**src/rtl/row_window_loader.sv**
```systemverilog
// Captures a fixed column span of each pixel row into two ping-pong banks and presents finished windows with a valid/ack handshake.
// Optional ROW_WINDOW_NOISE_FLOOR_EN adds noise_floor: stored byte = max(pix_data - noise_floor, 0).
module row_window_loader #(
   parameter int WINDOW_LEN = 144,
   parameter int LINE_WIDTH = 640,
   parameter int WIN_START  = 248,
   parameter int ROW_BITS   = 10
) (
   input  logic                    clk,
   input  logic                    reset,
   input  logic [7:0]              pix_data,
   input  logic                    pix_valid,
   input  logic                    pix_sol,
`ifdef ROW_WINDOW_NOISE_FLOOR_EN
   input  logic [7:0]              noise_floor,
`endif
   output logic [WINDOW_LEN*8-1:0] window,
   output logic [ROW_BITS-1:0]     win_row,
   output logic                    win_valid,
   input  logic                    win_ack,
   output logic                    dropped,
   output logic [15:0]             drop_count
);
   localparam int CW = $clog2(LINE_WIDTH + 1);
   localparam int IW = (WINDOW_LEN > 1) ? $clog2(WINDOW_LEN) : 1;
   localparam logic [CW-1:0] C_LO  = CW'(WIN_START);
   localparam logic [CW-1:0] C_HI  = CW'(WIN_START + WINDOW_LEN);
   localparam logic [CW-1:0] C_MAX = CW'(LINE_WIDTH);
   localparam logic [IW-1:0] C_LAST = IW'(WINDOW_LEN - 1);

   typedef enum logic [1:0] {ST_EMPTY, ST_FILLING, ST_FULL} bank_st_t;

   bank_st_t                        r_st [2];
   bank_st_t                        w_st_nxt [2];
   logic [WINDOW_LEN-1:0][7:0]      r_mem [2];
   logic [ROW_BITS-1:0]             r_tag [2];
   logic [ROW_BITS-1:0]             r_row;
   logic [CW-1:0]                   r_col;
   logic                            r_col_vld;
   logic                            r_q [2];
   logic [1:0]                      r_qcnt;
   logic                            r_push_vld, r_push_bank;
   logic                            r_dropped;
   logic [15:0]                     r_drop_count;

   logic [CW-1:0] w_col;
   logic [IW-1:0] w_idx;
   logic [7:0]    w_pix;
   logic          w_sol, w_in_win, w_valid, w_pop, w_drop;
   logic          w_claim_vld, w_claim, w_wr_vld, w_wr_bank, w_done;

   assign w_sol    = pix_valid && pix_sol;
   assign w_col    = pix_sol ? '0 : ((r_col == C_MAX) ? r_col : r_col + 1'b1);
   assign w_in_win = pix_valid && (pix_sol || r_col_vld) && (w_col >= C_LO) && (w_col < C_HI);
   assign w_idx    = IW'(w_col - C_LO);
   assign w_valid  = (r_qcnt != 2'd0);
   assign w_pop    = w_valid && win_ack;

`ifdef ROW_WINDOW_NOISE_FLOOR_EN
   assign w_pix = (pix_data > noise_floor) ? pix_data - noise_floor : 8'd0;
`else
   assign w_pix = pix_data;
`endif

   // All decisions use pre-edge bank state, so a bank freed by ack is not claimable this cycle.
   always_comb begin
      for (int b = 0; b < 2; b++) w_st_nxt[b] = r_st[b];
      w_drop      = 1'b0;
      w_claim_vld = 1'b0;
      w_claim     = 1'b0;
      w_wr_vld    = 1'b0;
      w_wr_bank   = 1'b0;
      w_done      = 1'b0;
      if (w_pop) w_st_nxt[r_q[0]] = ST_EMPTY;
      if (w_sol) begin
         for (int b = 0; b < 2; b++)
            if (r_st[b] == ST_FILLING) begin
               w_st_nxt[b] = ST_EMPTY;
               w_drop      = 1'b1;
            end
         if (r_st[0] != ST_FULL) begin
            w_claim_vld = 1'b1;
            w_claim     = 1'b0;
         end else if (r_st[1] != ST_FULL) begin
            w_claim_vld = 1'b1;
            w_claim     = 1'b1;
         end else begin
            w_drop = 1'b1;
         end
         if (w_claim_vld) w_st_nxt[w_claim] = ST_FILLING;
         w_wr_vld  = w_in_win && w_claim_vld;
         w_wr_bank = w_claim;
      end else begin
         w_wr_vld  = w_in_win && ((r_st[0] == ST_FILLING) || (r_st[1] == ST_FILLING));
         w_wr_bank = (r_st[0] != ST_FILLING);
      end
      if (w_wr_vld && (w_idx == C_LAST)) begin
         w_st_nxt[w_wr_bank] = ST_FULL;
         w_done              = 1'b1;
      end
   end

   always_ff @(posedge clk or posedge reset) begin
      if (reset) begin
         for (int b = 0; b < 2; b++) begin
            r_st[b]  <= ST_EMPTY;
            r_tag[b] <= '0;
            r_q[b]   <= 1'b0;
         end
         r_row        <= '0;
         r_col        <= '0;
         r_col_vld    <= 1'b0;
         r_qcnt       <= 2'd0;
         r_push_vld   <= 1'b0;
         r_push_bank  <= 1'b0;
         r_dropped    <= 1'b0;
         r_drop_count <= '0;
      end else begin
         for (int b = 0; b < 2; b++) r_st[b] <= w_st_nxt[b];
         if (pix_valid && (pix_sol || r_col_vld)) begin
            r_col     <= w_col;
            r_col_vld <= 1'b1;
         end
         if (w_sol) r_row <= r_row + 1'b1;
         if (w_claim_vld) r_tag[w_claim] <= r_row;
         r_dropped <= w_drop;
         if (w_drop && (r_drop_count != 16'hFFFF)) r_drop_count <= r_drop_count + 1'b1;
         // Completion enters the presentation order one cycle after the last write.
         r_push_vld  <= w_done;
         r_push_bank <= w_wr_bank;
         case ({r_push_vld, w_pop})
            2'b10: begin
               r_q[r_qcnt[0]] <= r_push_bank;
               r_qcnt         <= r_qcnt + 1'b1;
            end
            2'b01: begin
               r_q[0] <= r_q[1];
               r_qcnt <= r_qcnt - 1'b1;
            end
            2'b11: begin
               if (r_qcnt == 2'd2) begin
                  r_q[0] <= r_q[1];
                  r_q[1] <= r_push_bank;
               end else begin
                  r_q[0] <= r_push_bank;
               end
            end
            default: ;
         endcase
      end
   end

   always_ff @(posedge clk)
      if (w_wr_vld) r_mem[w_wr_bank][w_idx] <= w_pix;

   assign win_valid  = w_valid;
   assign window     = w_valid ? r_mem[r_q[0]] : '0;
   assign win_row    = w_valid ? r_tag[r_q[0]] : '0;
   assign dropped    = r_dropped;
   assign drop_count = r_drop_count;
endmodule
```
**config.mk**
```make
export PLATFORM = sky130hd
export DESIGN_NAME = row_window_loader
export DESIGN_NICKNAME = d
export VERILOG_FILES = /design/src/rtl/row_window_loader.sv
export SDC_FILE = /design/constraint.sdc
export NUM_CORES = 2
export LEC_CHECK = 0
export CAP_MARGIN = 10
export CORE_AREA = 4 4 466 468
export DETAILED_ROUTE_END_ITERATION = 12
export DIE_AREA = 0 0 470 472
export GPL_ROUTABILITY_DRIVEN = 0
export PLACE_DENSITY = 0.71
export REMOVE_ABC_BUFFERS = 1
export SLEW_MARGIN = 20
export SYNTH_ARGS = -nofsm -noshare
export SYNTH_HDL_FRONTEND = slang
export SYNTH_SLANG_ARGS = --single-unit
export TNS_END_PERCENT = 100
```
**constraint.sdc**
```tcl
create_clock -name clk -period 5.4 [get_ports clk]
set_input_delay 1.35 -clock clk [delete_from_list [all_inputs] [get_ports clk]]
set_output_delay 1.35 -clock clk [all_outputs]
set_load 0.05 [all_outputs]
```
==> summary.txt <==
First-pass GRT wire length = 389,300 um
Die Wd = 470 um
Setup_tns = 0 ns
Clock insertion delay at the later pin of the skew report = 0.90 ns
Die height = 472 um
Leading cell type in the layout, fill and taps excluded = edfxtp_1
Root buffer cell = clkbuf_16
Cells after synthesis = 5,695
CP arrival = 3.76 ns
Total congestion overflow = 0
Worst Min Path Start = r_row[9]$_DFFE_PP0P_
Worst reg2reg path startpoint = r_col[1]$_DFFE_PP0P_
1st-iter DRT viols = 5,781
CP startpoint = r_q[1]$_DFFE_PP0P_
Max VDD drop = 589.2 uV
Max-cap violations = 0
Slew Viols, Final = 0
Fin Clk Skew = 0.07271 ns
WL per Instance = 27.57 um
Distinct cell type count after synthesis = 67
Max-slew headroom = 25.27%
Critical Path Sink Type = output port
Yosys reg bits = 2,372
CP startpoint kind = register
Vias/cell = 5.411
Post-DP HPWL = 184,600 um
DR DRC count = 0
Leak = 42.07 nW
Outcome = completed
Number of global-route vias before repair = 53.62k
R2R setup slack = 0.88 ns
Initial antenna violation count = 13
Placed instance count = 9,606
Area of the die = 0.2218 mm^2
Worst R2R Path Depth = 11
RSZ-0062 raised after global routing = false
Synthesized cell area = 0.09191 mm^2
Most frequent cells in the layout = edfxtp_1, nor2_1, mux2i_1
TritonRoute pass-1 iters = 6
Critical path fanouts, max = 36
Sequential-to-total area share from yosys stat = 77.13%
Syn avg cell area = 16.14 um^2
Post-DRT Antenna Nets = 0
Clock Path Buffers = 3
Htree depth = 4
Hold Crit Depth = 1
Post-CTS sizing = 0
Worst min path class = reg2reg
Synth Flop Type = edfxtp_1
Total track usage = 24.12%
Reg2reg end = r_mem[1][81]$_DFFE_PP_
Shortest period the worst path allows = 5.112 ns
Final Hold Violating Endpoints = 0
CTS tree = yes
Worst hold slack = 0.4967 ns
Initial Util = 43.04%
Clk pin slew, worst setup/hold paths = 0.07 ns
DR vias = 54.30k
Total wire length = 276,600 um
Crit path required time = 4.05 ns
Clock sink count = 2,372
Final setup viols = 0
Nets@finish = 7,022
FMAX = 195.6 MHz
# rows = 170
IO Pins = 1,193
Least-Margin Pin Slew = 1.121 ns
IO buf count = 1,192
Layout Area Growth over Synthesis = 27.12%
Critical setup path kind = reg2out
Pwr Density = 618.8 mW/mm^2
Largest net degree at the start of global routing = 153
Layout Cells excl Fill = 10.03k
Synth Warn # = 0
Core box area = 0.2136 mm^2
Total CTS buffers = 226
FFs w/ async S/R, synth = 2.867%
Share of cells above drive strength 1 = 15.10%
Post-synth EDFFs = 2,304
Min-Delay Endpoint = r_row[9]$_DFFE_PP0P_
Final Cycle Share = 94.67%
[metal layers]
metal	GRT usage [%]	vias to the layer above	part of all wire, %
met5	0	-	0.023
li1	-	23590	-
met1	31.46	27360	39
met4	10.38	8	4.5
met2	38.61	2909	47
met3	5.988	429	9.2
[state kept, by name (all words and copies together) (netlist names)]
signal / count
r_mem: 2304
r_q: 2
r_push_bank: 1
r_tag: 20
r_st: 4
r_qcnt: 2
r_row: 10
drop_count: 16
r_col: 10
dropped: 1
r_push_vld: 1
r_col_vld: 1
[synthesized netlist by cell type (6+ instances only)]
| cell | number | area, um^2 |
|---|---|---|
| nand3_1 | 24 | 120.1 |
| nor2_1 | 1397 | 5244 |
| and3_1 | 6 | 37.54 |
| clkbuf_1 | 234 | 878.3 |
| o211ai_1 | 6 | 45.04 |
| dfrtp_1 | 68 | 1702 |
| buf_2 | 19 | 95.09 |
| or3_1 | 16 | 100.1 |
| o21ai_0 | 21 | 105.1 |
| inv_1 | 13 | 48.80 |
| or4_4 | 11 | 123.9 |
| edfxtp_1 | 2304 | 69190 |
| nor2b_1 | 8 | 50.05 |
| mux2_2 | 22 | 247.7 |
| buf_1 | 81 | 304.0 |
| ha_1 | 9 | 112.6 |
| nor3_1 | 62 | 310.3 |
| mux2i_1 | 1162 | 11630 |
| or2_2 | 18 | 112.6 |
| xor2_1 | 7 | 61.31 |
| nand2_1 | 46 | 172.7 |
| nand4_1 | 17 | 106.4 |
| nand2b_1 | 8 | 50.05 |
| nor4_1 | 26 | 162.7 |
| a21oi_1 | 6 | 30.03 |
| xnor2_1 | 27 | 236.5 |
[through the flow]
step | area [um^2] | util (%) | setup WS [ns] | power [mW]
global placement | 109100 | 51.10 | 0.3242 | 56.50
CTS | 116800 | 54.68 | 0.05265 | 72.65
finish | 116800 | 54.71 | 0.2879 | 72.30
floorplan | 90550 | - | -45.22 | 27.90
detailed placement | 109100 | 51.10 | 0.2680 | 56.58
global route | 116800 | 54.71 | 0.1645 | 74.36
[cells by family (layout without fill, tap and decap cells)]
| group | Yosys count | after routing | synth area share (%) |
|---|---|---|---|
| XOR/XNOR | 34 | 34 | 0.3240 |
| adder cells (fa/ha/maj) | 9 | 9 | 0.1225 |
| AND/OR/NAND/NOR | 1669 | 1669 | 7.437 |
| AO/OA/AOI/OAI | 70 | 70 | 0.5296 |
| buffers and inverters | 357 | 1855 | 1.530 |
| flip-flops | 2372 | 2372 | 77.13 |
| multiplexers | 1184 | 1184 | 12.93 |
| other | 0 | 3 | 0 |
[worst max-delay path by stage]
stage                          endpoint  depth (start not counted)  slack, ns
6_report                    window[167]                          6       0.29
5_1_grt                     window[161]                          6       0.16
4_1_cts                    window[1048]                          5       0.05
3_5_place_dp   r_mem[1][1081]$_DFFE_PP_                         10       0.27
3_3_place_gp    r_mem[0][185]$_DFFE_PP_                         10       0.32
2_1_floorplan         r_st[2]$_DFF_PP0_                          5     -45.22
[power by group]
part	leakage (nW)	internal (mW)	switching [mW]
clock network	3.69	9.15	6.97
logic	16.8	10.9	24.9
registers	21.6	20.3	0.149
total	42.1	40.3	32.0
[timing repair]
item                                    CTS  global route
hold buffers                              0             0
endpoints found under the setup margin    0             4
setup buffers                             0             4
[layout make-up]
| cell class | instances | area (um^2) |
|---|---|---|
| Fill cell | 16590 | 96730 |
| Sequential cell | 2372 | 70890 |
| Multi-Input combinational cell | 2966 | 19820 |
| Timing Repair Buffer | 1420 | 14870 |
| Clock buffer | 263 | 5794 |
| Tap cell | 2838 | 3551 |
| Clock inverter | 158 | 1848 |
| Inverter | 14 | 52.55 |
| Antenna cell | 3 | 7.507 |
[critical path, stage by stage (launching register included)]
cell and delay, ns:
dfrtp_4 0.71, buf_12 0.27, buf_12 0.29, buf_4 0.35
mux2i_1 0.13, nor2_1 0.19, clkdlybuf4s50_1 0.85
(Power assumes the default switching activity.)
